[src/rtl/neuron_pkg.sv]
// Shared types and helpers for the sequential neuron datapath and later layer blocks.
package neuron_pkg;

  typedef enum logic [1:0] {
    IDLE = 2'd0,
    MAC  = 2'd1,
    ACT  = 2'd2,
    OUT  = 2'd3
  } neuron_state_e;

  typedef enum logic [1:0] {
    ACT_RELU   = 2'b00,
    ACT_LINEAR = 2'b01,
    ACT_CLAMP  = 2'b10,
    ACT_RSVD   = 2'b11
  } act_mode_e;

  localparam int unsigned SAT_W = 64;

  // Clip a signed value to the two's-complement range of an out_w-bit word.
  function automatic logic signed [SAT_W-1:0] sat_to_width(
    input logic signed [SAT_W-1:0] val,
    input int unsigned             out_w
  );
    logic signed [SAT_W-1:0] max_v;
    logic signed [SAT_W-1:0] min_v;
    max_v = (64'sd1 <<< (out_w - 32'd1)) - 64'sd1;
    min_v = -max_v - 64'sd1;
    if (val > max_v) begin
      sat_to_width = max_v;
    end else if (val < min_v) begin
      sat_to_width = min_v;
    end else begin
      sat_to_width = val;
    end
  endfunction

endpackage

[src/rtl/nn_saturate.sv]
// Combinational signed clip from IN_WIDTH to OUT_WIDTH with a flag raised when
// the value had to be changed.
module nn_saturate
  import neuron_pkg::*;
#(
  parameter int unsigned IN_WIDTH  = 19,
  parameter int unsigned OUT_WIDTH = 8
) (
  input  logic signed [IN_WIDTH-1:0]  val_i,
  output logic signed [OUT_WIDTH-1:0] val_o,
  output logic                        sat_o
);

  logic signed [SAT_W-1:0] wide_s;
  logic signed [SAT_W-1:0] clip_s;

  // Widen, clip through the shared helper, and flag any change.
  always_comb begin
    wide_s = SAT_W'(val_i);
    clip_s = sat_to_width(wide_s, OUT_WIDTH);
    val_o  = clip_s[OUT_WIDTH-1:0];
    sat_o  = (clip_s != wide_s);
  end

endmodule

[src/rtl/neuron_mac_seq.sv]
// Single neuron: N_INPUTS sequential MACs on one shared multiplier, full-precision
// accumulation, selectable activation and saturation, valid/ready on both sides.
module neuron_mac_seq
  import neuron_pkg::*;
#(
  parameter int DATA_WIDTH = 8,
  parameter int FRAC_BITS  = 4,
  parameter int N_INPUTS   = 4,
  parameter int ACC_WIDTH  = 2*DATA_WIDTH + $clog2(N_INPUTS+1)
) (
  input  logic                           clk,
  input  logic                           rst_n,
  input  logic                           en,
  input  logic [1:0]                     act_mode,
  input  logic                           in_valid,
  output logic                           in_ready,
  input  logic [N_INPUTS*DATA_WIDTH-1:0] x_flat,
  input  logic [N_INPUTS*DATA_WIDTH-1:0] w_flat,
  input  logic [DATA_WIDTH-1:0]          bias,
  output logic [DATA_WIDTH-1:0]          y,
  output logic                           sat,
  output logic                           out_valid,
  input  logic                           out_ready
);

  localparam int IDX_W  = (N_INPUTS > 1) ? $clog2(N_INPUTS) : 1;
  localparam int PROD_W = 2*DATA_WIDTH;
  localparam logic signed [ACC_WIDTH-1:0] CLAMP_HI =
    {{(ACC_WIDTH-1){1'b0}}, 1'b1} << FRAC_BITS;
  localparam logic [IDX_W-1:0] IDX_LAST = IDX_W'(N_INPUTS-1);

  neuron_state_e                  state_q, state_d;
  act_mode_e                      mode_q, mode_d;
  logic [IDX_W-1:0]               idx_q, idx_d;
  logic signed [ACC_WIDTH-1:0]    acc_q, acc_d;
  logic [N_INPUTS*DATA_WIDTH-1:0] x_q, x_d;
  logic [N_INPUTS*DATA_WIDTH-1:0] w_q, w_d;
  logic [DATA_WIDTH-1:0]          y_q, y_d;
  logic                           sat_q, sat_d;
  logic                           out_valid_q, out_valid_d;
  logic                           in_ready_q, in_ready_d;

  logic signed [DATA_WIDTH-1:0]   x_sel_s, w_sel_s;
  logic signed [PROD_W-1:0]       prod_s, prod_shr_s;
  logic signed [ACC_WIDTH-1:0]    act_s;
  logic signed [DATA_WIDTH-1:0]   sat_y_s;
  logic                           sat_flag_s;

  // Shared multiplier; the arithmetic shift truncates toward minus infinity.
  always_comb begin
    x_sel_s    = $signed(x_q[idx_q*DATA_WIDTH +: DATA_WIDTH]);
    w_sel_s    = $signed(w_q[idx_q*DATA_WIDTH +: DATA_WIDTH]);
    prod_s     = x_sel_s * w_sel_s;
    prod_shr_s = prod_s >>> FRAC_BITS;
  end

  // Activation on the full-precision accumulator ahead of the final clip.
  always_comb begin
    act_s = acc_q;
    case (mode_q)
      ACT_RELU: begin
        if (acc_q[ACC_WIDTH-1]) begin
          act_s = {ACC_WIDTH{1'b0}};
        end else begin
          act_s = acc_q;
        end
      end
      ACT_CLAMP: begin
        if (acc_q[ACC_WIDTH-1]) begin
          act_s = {ACC_WIDTH{1'b0}};
        end else if (acc_q > CLAMP_HI) begin
          act_s = CLAMP_HI;
        end else begin
          act_s = acc_q;
        end
      end
      ACT_LINEAR, ACT_RSVD: act_s = acc_q;
      default:              act_s = acc_q;
    endcase
  end

  nn_saturate #(
    .IN_WIDTH (ACC_WIDTH),
    .OUT_WIDTH(DATA_WIDTH)
  ) u_sat (
    .val_i(act_s),
    .val_o(sat_y_s),
    .sat_o(sat_flag_s)
  );

  // Next-state and datapath updates for the IDLE/MAC/ACT/OUT sequence.
  always_comb begin
    state_d     = state_q;
    mode_d      = mode_q;
    idx_d       = idx_q;
    acc_d       = acc_q;
    x_d         = x_q;
    w_d         = w_q;
    y_d         = y_q;
    sat_d       = sat_q;
    out_valid_d = out_valid_q;
    case (state_q)
      IDLE: begin
        if (in_valid) begin
          x_d     = x_flat;
          w_d     = w_flat;
          mode_d  = act_mode_e'(act_mode);
          acc_d   = ACC_WIDTH'($signed(bias));
          idx_d   = {IDX_W{1'b0}};
          state_d = MAC;
        end else begin
          state_d = IDLE;
        end
      end
      MAC: begin
        acc_d = acc_q + ACC_WIDTH'(prod_shr_s);
        if (idx_q == IDX_LAST) begin
          state_d = ACT;
        end else begin
          idx_d = idx_q + IDX_W'(1);
        end
      end
      ACT: begin
        y_d         = sat_y_s;
        sat_d       = sat_flag_s;
        out_valid_d = 1'b1;
        state_d     = OUT;
      end
      OUT: begin
        if (out_ready) begin
          out_valid_d = 1'b0;
          state_d     = IDLE;
        end else begin
          out_valid_d = 1'b1;
        end
      end
      default: state_d = IDLE;
    endcase
    in_ready_d = (state_d == IDLE);
  end

  // State register: synchronous reset wins, en=0 freezes everything.
  always_ff @(posedge clk) begin
    if (!rst_n) begin
      state_q     <= IDLE;
      mode_q      <= ACT_RELU;
      idx_q       <= {IDX_W{1'b0}};
      acc_q       <= {ACC_WIDTH{1'b0}};
      x_q         <= {(N_INPUTS*DATA_WIDTH){1'b0}};
      w_q         <= {(N_INPUTS*DATA_WIDTH){1'b0}};
      y_q         <= {DATA_WIDTH{1'b0}};
      sat_q       <= 1'b0;
      out_valid_q <= 1'b0;
      in_ready_q  <= 1'b1;
    end else if (en) begin
      state_q     <= state_d;
      mode_q      <= mode_d;
      idx_q       <= idx_d;
      acc_q       <= acc_d;
      x_q         <= x_d;
      w_q         <= w_d;
      y_q         <= y_d;
      sat_q       <= sat_d;
      out_valid_q <= out_valid_d;
      in_ready_q  <= in_ready_d;
    end
  end

  assign in_ready  = in_ready_q;
  assign y         = y_q;
  assign sat       = sat_q;
  assign out_valid = out_valid_q;

endmodule

[config.mk]
export PLATFORM = sky130hd
export DESIGN_NAME = neuron_mac_seq
export DESIGN_NICKNAME = d
export VERILOG_FILES = /design/src/rtl/neuron_pkg.sv /design/src/rtl/nn_saturate.sv /design/src/rtl/neuron_mac_seq.sv
export SDC_FILE = /design/constraint.sdc
export NUM_CORES = 1
export LEC_CHECK = 0
export CAP_MARGIN = 15
export CORE_ASPECT_RATIO = 0.9
export CORE_MARGIN = 2
export CORE_UTILIZATION = 55
export CTS_BUF_LIST = sky130_fd_sc_hd__clkbuf_16
export CTS_CLUSTER_DIAMETER = 100
export DETAILED_ROUTE_END_ITERATION = 7
export DONT_BUFFER_PORTS = 1
export PLACE_DENSITY = 0.67
export SKIP_LAST_GASP = 1
export SLEW_MARGIN = 20
export SYNTH_ARGS = -nofsm -noshare
export SYNTH_HDL_FRONTEND = slang
export SYNTH_SLANG_ARGS = --single-unit
[constraint.sdc]
create_clock -name clk -period 18.05 [get_ports clk]
set_clock_uncertainty 0.15 [all_clocks]
set_input_delay 2.7075 -clock clk [delete_from_list [all_inputs] [get_ports clk]]
set_output_delay 2.7075 -clock clk [all_outputs]
set_load 0.005 [all_outputs]
==> summary.txt <==
Status
  – Status: finished, final reports clean

Route
  – Avg WL per Cell: 17.03 µm
  – Initial DRC count: 343
  – Drt drc: 0
  – Routed Antenna Nets: 0
  – Vias per inst: 5.796
  – First-pass DRT Iterations: 5
  – Via count of the routed design: 6051
  – Drt total wl: 17780 µm

Hold path
  – Worst hold path startpoint: w_q[10]$_SDFFE_PN0P_
  – WHS Path Cells: 2
  – Worst Hold End: w_q[10]$_SDFFE_PN0P_
  – Min-Delay Path Class: reg2reg

Clock network
  – Num CTS Buffers: 9
  – Skew-Pair Late Insertion Delay: 0.35 ns
  – Clk slew on worst S/H paths: 0.07 ns
  – TritonCTS clock tree: yes
  – Hold Buf Count CTS: 0
  – CTS root buffer: clkbuf_16
  – Bufs on Longest Clock Path: 2
  – CTS H-tree lvls: 3
  – CTS resizes: 0
  – Post-CTS setup buffers: 0
  – CTS sink count: 100

Placement
  – Post-DP HPWL: 13820 µm
  – Dpl cell area: 7704 µm²
  – Gpl congestion: 0.8469
  – Worst slack, placed: 10.23 ns
  – Post-placement cell count: 1028
  – Number of port buffers: 0

STA
  – Unrepaired setup endpoints after global routing: no
  – Final worst slack: 10.20 ns
  – Final setup viols: 0
  – Final Hold Fails: 0
  – Max frequency: 127.4 MHz
  – Worst slew pin tran: 0.9466 ns
  – Count of pins over their slew limit: 0
  – Hold WS: 0.3090 ns
  – Relative slew margins: 36.44%
  – Setup TNS: 0 ns
  – Final worst path period share: 43.49%
  – Tmin final: 7.851 ns

Synthesis
  – Syn Std Cell Area: 7614 µm²
  – Asr flop ratio synth: 0%
  – Post-synth EDFFs: 0
  – Syn Area/Cell: 8.507 µm²
  – Synth Warn #: 0
  – FF+latch count, synth: 100
  – Synth Net Count: 1078
  – Register area share after synthesis: 26.29%
  – Ys flop type: dfxtp_1
  – Distinct cell type count after synthesis: 58
  – Cells after synthesis: 895

Layout
  – Final instance area: 7990 µm²
  – Nets: 1054
  – Antenna fix cells: 0
  – Final Util: 59.57%
  – Share of cells above drive strength 1: 5.594%
  – Final Non-Filler Cells: 1044
  – Area added between synthesis and finish: 4.947%

Worst setup path
  – CP endpoint kind: flip-flop
  – Crit Path Max Fanout: 19
  – Crit start category: flip-flop
  – Reg2Reg Depth: 26
  – Worst Path Required: 18.13 ns
  – Crit path DAT: 7.93 ns
  – RR Endpoint: acc_q[18]$_SDFFE_PN0P_
  – R2R setup slack: 10.20 ns
  – Crit Reg-Reg Startpoint: idx_q[0]$_SDFFE_PN0P_
  – Critical path class: reg2reg

Power
  – P_leak: 3.511 nW
  – Switching share of total power: 30.44%
  – Logic pwr share: 18.6%
  – NetSw: 0.1608 mW
  – Sequential group share of total power: 45.9%
  – Clk pwr share: 35.4%
  – Overall Power: 0.5282 mW
  – Worst vdd ir: 0.07107 mV
  – Pwr/cell area: 66.11 nW/µm²
  – P_int: 0.3675 mW

Die
  – Starting Density: 56.76%
  – Chip width: 128.0 µm
  – Die footprint: 14800 µm²
  – Core Rows: 40
  – Top-Level Pins: 90
  – Die Y-Extent: 115.6 µm
  – Placeable core area: 13410 µm²

Job
  – Maxcap violations: 0

Global routing
  – GRT overflow: 0
  – GRT Util Overall: 24.83%
  – Pin count of the biggest net entering global routing: 87
  – Initial antenna violation count: 0
  – Vias in the first global route: 5702
  – First-pass GRT wire length: 28910 µm
[cell type report]
| class | count | area [µm²] |
|---|---|---|
| multi-input combinational | 667 | 5134 |
| clock inverter | 7 | 58.81 |
| sequential | 100 | 2002 |
| tap | 168 | 210.2 |
| fill | 1202 | 5423 |
| inverter | 90 | 337.8 |
| clock buffer | 9 | 225.2 |
| timing repair buffer | 3 | 22.52 |
[logic make-up after synthesis]
group	count (synthesis)	share of synthesized area (%)
flip-flops	100	26.29
multiplexers	19	4.996
XOR/XNOR	26	2.991
buffers and inverters	128	6.327
AND/OR/NAND/NOR	326	19.89
adder cells (fa/ha/maj)	104	22.51
AO/OA/AOI/OAI	192	16.99
[how the worst max path moves through the flow]
stage                                startpoint                      to  slack, ns
after global routing      idx_q[0]$_SDFFE_PN0P_  acc_q[18]$_SDFFE_PN0P_       9.53
final                     idx_q[0]$_SDFFE_PN0P_  acc_q[18]$_SDFFE_PN0P_      10.20
after floorplan           idx_q[0]$_SDFFE_PN0P_  acc_q[18]$_SDFFE_PN0P_      10.49
after global placement    idx_q[0]$_SDFFE_PN0P_  acc_q[18]$_SDFFE_PN0P_      10.49
after CTS                 idx_q[1]$_SDFFE_PN0P_  acc_q[18]$_SDFFE_PN0P_      10.20
after detailed placement  idx_q[1]$_SDFFE_PN0P_  acc_q[18]$_SDFFE_PN0P_      10.23
[layout by cell type, fill, tap and decap left out, drive strengths merged, types with 9 or more instances in the layout]
cell	count
mux4	15
nor3	11
clkbuf	9
a21oi	51
o21ai	27
o211a	9
and2	42
nand3	13
nand2	174
a31oi	9
fa	55
xnor2	20
a21boi	54
a21o	10
ha	49
dfxtp	100
nor2	37
inv	92
[layer usage]
layer / wire length [µm] / vias up / part of all wire (%) / global-route usage (%)
met2: 7789 / 183 / 44 / 36.97
li1: - / 2954 / - / -
met1: 8804 / 2899 / 50 / 38.00
met4: 187 / 0 / 1.1 / 5.055
met3: 1000 / 15 / 5.6 / 4.478
met5: 0 / - / 0 / 0
[cells in the mapped netlist, drive strengths merged, types with 2 or more instances]
| master | number | area (µm²) |
|---|---|---|
| o21bai | 3 | 22.52 |
| mux2 | 2 | 22.52 |
| a211oi | 2 | 15.01 |
| a21oi | 51 | 255.2 |
| mux2i | 2 | 20.02 |
| or2 | 5 | 31.28 |
| nand3b | 4 | 30.03 |
| fa | 55 | 1101 |
| inv | 89 | 334.1 |
| nand4 | 3 | 18.77 |
| o21a | 5 | 37.54 |
| nand3 | 13 | 65.06 |
| o221ai | 2 | 17.52 |
| xnor2 | 20 | 175.2 |
| o211a | 9 | 90.09 |
| nor3 | 11 | 55.05 |
| and3 | 7 | 43.79 |
| nand2 | 174 | 653.1 |
| clkbuf | 33 | 123.9 |
| a221oi | 2 | 17.52 |
| a31oi | 9 | 62.56 |
| a21o | 10 | 75.07 |
| buf | 5 | 20.01 |
| ha | 49 | 613.1 |
| nor4 | 3 | 18.77 |
| nor2b | 7 | 43.79 |
| xor2 | 6 | 52.55 |
| or3 | 5 | 31.28 |
| o211ai | 7 | 52.55 |
| mux4 | 15 | 337.8 |
| nor2 | 37 | 138.9 |
| dfxtp | 100 | 2002 |
| nand2b | 6 | 37.54 |
| and2 | 42 | 262.8 |
| o21ai | 27 | 135.1 |
| and4 | 3 | 26.28 |
| or4 | 3 | 30.03 |
| a21boi | 54 | 405.4 |
| a31o | 2 | 17.52 |
[power groups by stage]
stage               registers (mW)  logic, mW  clock network, mW
detailed placement           0.247     0.0978                  0
global placement             0.247     0.0939                  0
floorplan                    0.242     0.0814                  0
CTS                          0.242     0.0984              0.190
global route                 0.244      0.112              0.199
finish                       0.243     0.0985              0.187
[sequential cells by signal (all words and copies together), names as in the netlist]
register,flops
idx_q,2
in_ready,1
w_q,32
y,8
acc_q,19
x_q,32
mode_q,2
state_q,2
out_valid,1
sat,1
[worst max-delay path, cell delays in order, from the launching register on]
cell and delay [ns]:
dfxtp_1 0.35, buf_4 0.33, mux2_2 0.38, o21ai_1 0.52, inv_1 0.14, fa_1 0.56
inv_1 0.05, fa_1 0.50, inv_1 0.05, fa_1 0.47, inv_1 0.06, fa_1 0.53
inv_1 0.04, ha_1 0.21, or3_1 0.39, o211ai_1 0.25, a31oi_1 0.17, xnor2_1 0.77
ha_1 0.41, a21oi_1 0.14, o21ai_0 0.09, a21oi_1 0.13, a21bo_2 0.24, a31o_2 0.26
a31oi_1 0.20, a21boi_0 0.24, nor3_1 0.08
No activity file was read; power rests on OpenSTA's default activity.
